===== config.mk =====
export PLATFORM = sky130hd
export DESIGN_NAME = if_fetch_sequencer
export DESIGN_NICKNAME = d
export VERILOG_FILES = /design/src/rtl/if_fetch_sequencer.sv
export SDC_FILE = /design/constraint.sdc
export NUM_CORES = 1
export LEC_CHECK = 0
export ABC_AREA = 1
export ABC_CLOCK_PERIOD_IN_PS = 2750
export BUFFER_PORTS_ARGS = -buffer_cell sky130_fd_sc_hd__buf_2
export CORE_ASPECT_RATIO = 0.6
export CORE_MARGIN = 2
export CORE_UTILIZATION = 45
export DETAILED_ROUTE_END_ITERATION = 10
export PLACE_DENSITY_LB_ADDON = 0.2
export SETUP_SLACK_MARGIN = 0.3
export SLEW_MARGIN = 20
export SYNTH_ARGS = -nofsm -noshare
export SYNTH_HDL_FRONTEND = slang
export SYNTH_SLANG_ARGS = --single-unit

===== constraint.sdc =====
create_clock -name clk -period 2.75 [get_ports clk]
set_clock_uncertainty 0.15 [all_clocks]
set_input_delay 0.275 -clock clk [delete_from_list [all_inputs] [get_ports clk]]
set_output_delay 0.275 -clock clk [all_outputs]
set_load 0.01 [all_outputs]

===== src/rtl/if_fetch_sequencer.sv =====
// ---------------------------------------------------------------------------
// if_fetch_sequencer
//
// Next-PC controller for the IF stage. Issues one I-cache request at a time,
// buffers the returning fetch group in a hold register and presents it to the
// decode queue. The next PC is chosen in priority order: flush redirect,
// predicted-taken target, sequential (pc + FETCH_WIDTH*INSTR_BYTES, modulo
// 2^PC_BITS). Responses made stale by a flush are drained and discarded.
//
// Ports:
//   clk, rst_n                 clock (rising edge), async active-low reset
//   flush_valid_i/flush_pc_i   redirect from execute, single-cycle pulse
//   icache_req_valid_o/_ready_i/_pc_o   I-cache request handshake + address
//   icache_resp_valid_i/_data_i         response for the outstanding request
//   pred_taken_i/pred_target_i predictor verdict for the returning group
//   fetch_valid_o/_ready_i     group handshake towards decode
//   fetch_pc_o/_data_o/_taken_o  presented group (registered)
//   state_o                    FSM state (REQ=0, WAIT=1, HOLD=2, DRAIN=3)
// ---------------------------------------------------------------------------
module if_fetch_sequencer #(
  parameter int                 PC_BITS     = 32,
  parameter int                 FETCH_WIDTH = 2,
  parameter int                 INSTR_BYTES = 4,
  parameter logic [PC_BITS-1:0] RESET_PC    = '0
) (
  input  logic                     clk,
  input  logic                     rst_n,
  input  logic                     flush_valid_i,
  input  logic [PC_BITS-1:0]       flush_pc_i,
  output logic                     icache_req_valid_o,
  input  logic                     icache_req_ready_i,
  output logic [PC_BITS-1:0]       icache_req_pc_o,
  input  logic                     icache_resp_valid_i,
  input  logic [FETCH_WIDTH*32-1:0] icache_resp_data_i,
  input  logic                     pred_taken_i,
  input  logic [PC_BITS-1:0]       pred_target_i,
  output logic                     fetch_valid_o,
  input  logic                     fetch_ready_i,
  output logic [PC_BITS-1:0]       fetch_pc_o,
  output logic [FETCH_WIDTH*32-1:0] fetch_data_o,
  output logic                     fetch_taken_o,
  output logic [1:0]               state_o
);

  localparam int                 DATA_BITS = FETCH_WIDTH * 32;
  localparam logic [PC_BITS-1:0] PC_STEP   = PC_BITS'(FETCH_WIDTH * INSTR_BYTES);

  typedef enum logic [1:0] {
    S_REQ   = 2'd0,
    S_WAIT  = 2'd1,
    S_HOLD  = 2'd2,
    S_DRAIN = 2'd3
  } state_t;

  state_t                r_state;
  state_t                w_state_next;
  logic [PC_BITS-1:0]    r_pc;          // address of the next request to issue
  logic [PC_BITS-1:0]    w_pc_next;
  logic                  r_run;         // low for the first cycle after reset release
  logic [DATA_BITS-1:0]  r_hold_data;
  logic [PC_BITS-1:0]    r_hold_pc;
  logic                  r_hold_taken;
  logic                  w_capture;
  logic                  w_req_fire;

  // r_run keeps the request port quiet while in reset and for the release
  // cycle, so the first request appears the cycle after rst_n deasserts.
  assign icache_req_valid_o = r_run && (r_state == S_REQ);
  assign icache_req_pc_o    = r_pc;
  assign w_req_fire         = icache_req_valid_o && icache_req_ready_i;

  // Decode sees only registered values; nothing from icache_resp reaches
  // fetch_* combinationally.
  assign fetch_valid_o = (r_state == S_HOLD);
  assign fetch_pc_o    = r_hold_pc;
  assign fetch_data_o  = r_hold_data;
  assign fetch_taken_o = r_hold_taken;
  assign state_o       = r_state;

  always_comb begin
    // NOTE: every always_comb output gets a default first, so no path can
    // leave it unassigned and infer a latch.
    w_state_next = r_state;
    w_pc_next    = r_pc;
    w_capture    = 1'b0;

    case (r_state)
      S_REQ: begin
        // A request accepted in the same cycle as a flush is for the old
        // path; its response must still be swallowed in DRAIN.
        if (w_req_fire) w_state_next = flush_valid_i ? S_DRAIN : S_WAIT;
      end
      S_WAIT: begin
        if (icache_resp_valid_i) begin
          if (flush_valid_i) begin
            w_state_next = S_REQ;          // response is stale, drop it
          end else begin
            w_state_next = S_HOLD;
            w_capture    = 1'b1;
            w_pc_next    = pred_taken_i ? pred_target_i : r_pc + PC_STEP;
          end
        end else if (flush_valid_i) begin
          w_state_next = S_DRAIN;
        end
      end
      S_HOLD: begin
        // A flush drops the held group; a same-cycle fetch_ready still
        // delivered it, and both cases leave HOLD.
        if (flush_valid_i || fetch_ready_i) w_state_next = S_REQ;
      end
      S_DRAIN: begin
        // The only outstanding request is stale, so its response ends the
        // drain regardless of any further flush in this cycle.
        if (icache_resp_valid_i) w_state_next = S_REQ;
      end
      default: w_state_next = S_REQ;
    endcase

    // Flush overrides every other PC source; the last one wins.
    if (flush_valid_i) w_pc_next = flush_pc_i;
  end

  always_ff @(posedge clk or negedge rst_n) begin
    if (!rst_n) begin
      r_state      <= S_REQ;
      r_pc         <= RESET_PC;
      r_run        <= 1'b0;
      // NOTE: the hold register is datapath, but it drives the fetch_*
      // outputs directly, so it is reset to give decode clean zeros.
      r_hold_data  <= '0;
      r_hold_pc    <= '0;
      r_hold_taken <= 1'b0;
    end else begin
      // NOTE: sequential state uses non-blocking assignments only, so all
      // registers update together from the values of the previous cycle.
      r_state <= w_state_next;
      r_pc    <= w_pc_next;
      r_run   <= 1'b1;
      if (w_capture) begin
        r_hold_data  <= icache_resp_data_i;
        r_hold_pc    <= r_pc;
        r_hold_taken <= pred_taken_i;
      end
    end
  end

  // A response is only legal while a request is outstanding.
  a_resp_only_when_outstanding : assert property (
    @(posedge clk) disable iff (!rst_n)
    icache_resp_valid_i |-> (r_state == S_WAIT || r_state == S_DRAIN)
  );

endmodule


==> qor.tcl <==
set qor(setup.worst_path.class) {flop to flop}
set qor(maxSlewHeadroom_pct) 37.7
set qor(holdCritPathClass) {input pin to flop}
set qor(synth_enable_flop_cells) 0
set qor(clk_latency_ns) 0.42
set qor(totalWireLength_microns) 21500
set qor(hold_buffers) 87
set qor(tritoncts) {done}
set qor(maxCapViolations) 0
set qor(largest_net_degree_at_the_start_of_global_routing) 86
set qor(mappedNetlistArea_sq_um) 6380
set qor(vias_per_cell) 4.97
set qor(final.setup.tns_ns) 0
set qor(critPathBufInv) 2
set qor(worst-path-max-fanout) 85
set qor(wl_met1_microns) 9810
set qor(num_io_pins) 268
set qor(cp_cell_sequence) {nand2_1, inv_2, nand2_2, nor2_4, buf_4, o21ai_0, o21bai_2}
set qor(critPathRequiredTime_ns) 2.94
set qor(cts-root-buf) {sky130_fd_sc_hd__clkbuf_16}
set qor(wl_met3_microns) 1820
set qor(num_antenna_cells) 0
set qor(cts_setup_buffers) 0
set qor(upper_clock_frequency_limit_mhz) 456
set qor(worstReg2RegStart) {state_o[0]$_DFFE_PN0P_}
set qor(first_pass_iters) 5
set qor(cts.clk_slew.worst_paths_ns) 0.06
set qor(post_synth.cell_area_avg_sq_um) 7.71
set qor(whs_endpoint) {icache_req_pc_o[20]$_DFFE_PN0P_}
set qor(synth_nets) 963
set qor(route.antenna.remaining_nets) 0
set qor(design.final.nets) 1310
set qor(topRoutingLayerUsed) {met4}
set qor(grt_antenna_before_repair) 0
set qor(ys_async_sr_fraction_pct) 100
set qor(worst_stage_delay_on_the_critical_path_ns) 0.66
set qor(met2_length_microns) 9520
set qor(status) {complete, no violations}
set qor(post_route_cells_drive_above_1_share_pct) 28.5
set qor(worst_hold_slack_ns) 0.0177
set qor(syn-instance-count) 827
set qor(critical-path-slowest-cell) {sky130_fd_sc_hd__buf_4}
set qor(synth_top_area_cell) {sky130_fd_sc_hd__dfrtp_1}
set qor(synthFlopType) {sky130_fd_sc_hd__dfrtp_1}
set qor(vdd_drop_max_uv) 480
set qor(grt_util_all_layers_pct) 28.0
set qor(portBuffers) 267
set qor(final-hold-violation-count) 0
set qor(holdPathStages) 5
set qor(gp_routability_congestion) 0.942
set qor(crit_path_end_kind) {flop}
set qor(worst_slew_pin_slew_ns) 0.935
set qor(synth-seq-cells) 132
set qor(global_route_wire_length_before_repair_microns) 32500
set qor(reg2reg_depth) 7
set qor(timing_max_transition_violations_final) 0
set qor(cp_top_family) {buffers and inverters}
set qor(die-width_microns) 158
set qor(cts_max_path_buffers) 2
set qor(die_area_sq_um) 15200
set qor(synth_most_common_cell) {sky130_fd_sc_hd__nand2_1}
set qor(most_numerous_cell_types_in_the_synthesized_netlist) {378 x sky130_fd_sc_hd__nand2_1, 132 x sky130_fd_sc_hd__dfrtp_1, 51 x sky130_fd_sc_hd__nor2_1}
set qor(ys.warnings.count) 0
set qor(starting_density_of_the_core_pct) 46.4
set qor(drt_iter0_markers) 603
set qor(post_drt_wl_per_cell_microns) 15.6
set qor(cts.htree.levels) 4
set qor(cts_resized) 0
set qor(cts_inserted_buffers) 17
set qor(timing.final.crit_share_pct) 79.7
set qor(rsz0062_at_grt) {no}
set qor(synth_area_leaders) {sky130_fd_sc_hd__dfrtp_1 52%, sky130_fd_sc_hd__nand2_1 22%, sky130_fd_sc_hd__nand3_1 3.3%, sky130_fd_sc_hd__nor2_1 3.0%, sky130_fd_sc_hd__o21ai_0 3.0%}
set qor(design_power_total_mw) 8.62
set qor(yosysSeqAreaShare_pct) 51.8
set qor(overflow) 0
set qor(min_period_ns) 2.19
set qor(cellPowerDensity_nw_per_um2) 920
set qor(finish.instance_area_sq_um) 9380
set qor(reg2reg_to) {icache_req_pc_o[15]$_DFFE_PN0P_}
set qor(netlist-cell-type-count) 33
set qor(floorplan.rows) 33
set qor(floorplan.die.height_microns) 96.2
set qor(finalCoreUtilization_pct) 68.2
set qor(critPathLaunchType) {flop}
set qor(vias) 6843
set qor(grt_pass1_vias) 6402
set qor(syn2layout_area_growth_pct) 47.0
set qor(r2r_slack_ns) 0.56
set qor(timing.final.setup_violations) 0
set qor(cp.arrival_ns) 2.38
set qor(drc) 0
set qor(total_leakage_power_nw) 5.08
set qor(place.detailed.hpwl_microns) 14500
set qor(synthDominantCellAreaShare_pct) 51.8
set qor(timing.hold.worst.start) {pred_target_i[20]}
set qor(fp.coreArea_sq_um) 13700
set qor(dpl-instance-area_sq_um) 7860
set qor(cts.sink_count) 132
==> logic make-up (layout without fill, tap and decap cells) <==
| logic type | after synthesis | in the layout | synth area share, % |
|---|---|---|---|
| adders and majority gates | 1 | 1 | 0.196 |
| AOI/OAI and AO/OA | 93 | 93 | 8.20 |
| and+or+nand+nor | 502 | 502 | 32.2 |
| buffers and inverters | 89 | 448 | 6.35 |
| other | 1 | 1 | 0.0588 |
| DFF | 132 | 132 | 51.8 |
| xor gates and xnor gates | 9 | 9 | 1.24 |
==> worst reg2reg max path, delay by kind of cell, from the launching register on <==
kind | cells | cell delay (ns)
buffers and inverters | 2 | 0.74
AOI/OAI and AO/OA | 2 | 0.51
DFF | 1 | 0.43
and+or+nand+nor | 3 | 0.29
==> metrics by stage <==
stage,cells,setup slack [ns]
2_1_floorplan,827,1.12
3_3_place_gp,1260,0.631
3_5_place_dp,1260,0.544
4_1_cts,1378,0.524
5_1_grt,1378,0.371
6_report,1378,0.559
==> worst max-delay path by stage <==
stage | slack, ns | cells after the start | from | to
floorplan | 1.12 | 10 | icache_req_pc_o[3]$_DFFE_PN0P_ | icache_req_pc_o[27]$_DFFE_PN0P_
global placement | 0.63 | 7 | state_o[0]$_DFFE_PN0P_ | icache_req_pc_o[15]$_DFFE_PN0P_
detailed placement | 0.54 | 7 | state_o[0]$_DFFE_PN0P_ | icache_req_pc_o[15]$_DFFE_PN0P_
CTS | 0.52 | 7 | state_o[0]$_DFFE_PN0P_ | icache_req_pc_o[15]$_DFFE_PN0P_
global route | 0.37 | 7 | state_o[0]$_DFFE_PN0P_ | icache_req_pc_o[15]$_DFFE_PN0P_
finish | 0.56 | 7 | state_o[0]$_DFFE_PN0P_ | icache_req_pc_o[15]$_DFFE_PN0P_
==> final cells by class <==
type	instances	area, sq um
well taps	192	240
clock inverters	12	204
fillers	1143	4370
flip-flops and latches	132	3300
inverters	53	201
repair buffers	364	2310
clock buffers	19	443
multi-input cells	606	2670
==> placed cells by master, fill, tap and decap left out, types with 2 or more instances in the layout <==
| cell | n |
|---|---|
| sky130_fd_sc_hd__o2111ai_1 | 3 |
| sky130_fd_sc_hd__nor3_1 | 3 |
| sky130_fd_sc_hd__nand2_2 | 6 |
| sky130_fd_sc_hd__a21oi_1 | 11 |
| sky130_fd_sc_hd__o21bai_2 | 3 |
| sky130_fd_sc_hd__nor2_2 | 8 |
| sky130_fd_sc_hd__o211ai_1 | 8 |
| sky130_fd_sc_hd__buf_12 | 2 |
| sky130_fd_sc_hd__nand2_1 | 378 |
| sky130_fd_sc_hd__xor2_1 | 9 |
| sky130_fd_sc_hd__dfrtp_1 | 132 |
| sky130_fd_sc_hd__o21ai_0 | 38 |
| sky130_fd_sc_hd__clkinv_4 | 4 |
| sky130_fd_sc_hd__dlygate4sd3_1 | 87 |
| sky130_fd_sc_hd__o21ai_1 | 25 |
| sky130_fd_sc_hd__a31oi_1 | 3 |
| sky130_fd_sc_hd__buf_2 | 266 |
| sky130_fd_sc_hd__inv_2 | 5 |
| sky130_fd_sc_hd__bufinv_16 | 5 |
| sky130_fd_sc_hd__nand4_1 | 2 |
| sky130_fd_sc_hd__clkinv_2 | 2 |
| sky130_fd_sc_hd__nand3_1 | 42 |
| sky130_fd_sc_hd__nor2_4 | 6 |
| sky130_fd_sc_hd__inv_1 | 46 |
| sky130_fd_sc_hd__buf_4 | 8 |
| sky130_fd_sc_hd__clkbuf_16 | 17 |
| sky130_fd_sc_hd__and2_1 | 2 |
| sky130_fd_sc_hd__nor2_1 | 51 |
==> layer usage <==
| metal | track usage, % | vias to the layer above |
|---|---|---|
| li1 | - | 3294 |
| met1 | 39.7 | 3185 |
| met2 | 42.8 | 331 |
| met3 | 6.17 | 33 |
| met4 | 9.32 | 0 |
| met5 | 0 | - |
==> flip-flops by register name, indices dropped and copies added (netlist names) <==
signal           flops
fetch_data_o        64
state_o              2
fetch_taken_o        1
icache_req_pc_o     32
r_run                1
fetch_pc_o          32
==> power breakdown <==
| part | internal, mW | switching [mW] | total, mW |
|---|---|---|---|
| Clock | 1.63 | 0.877 | 2.51 |
| Combinational | 1.16 | 1.69 | 2.85 |
| Sequential | 2.72 | 0.544 | 3.26 |
| Total | 5.51 | 3.11 | 8.62 |
Power figures use the tool's default switching activity.
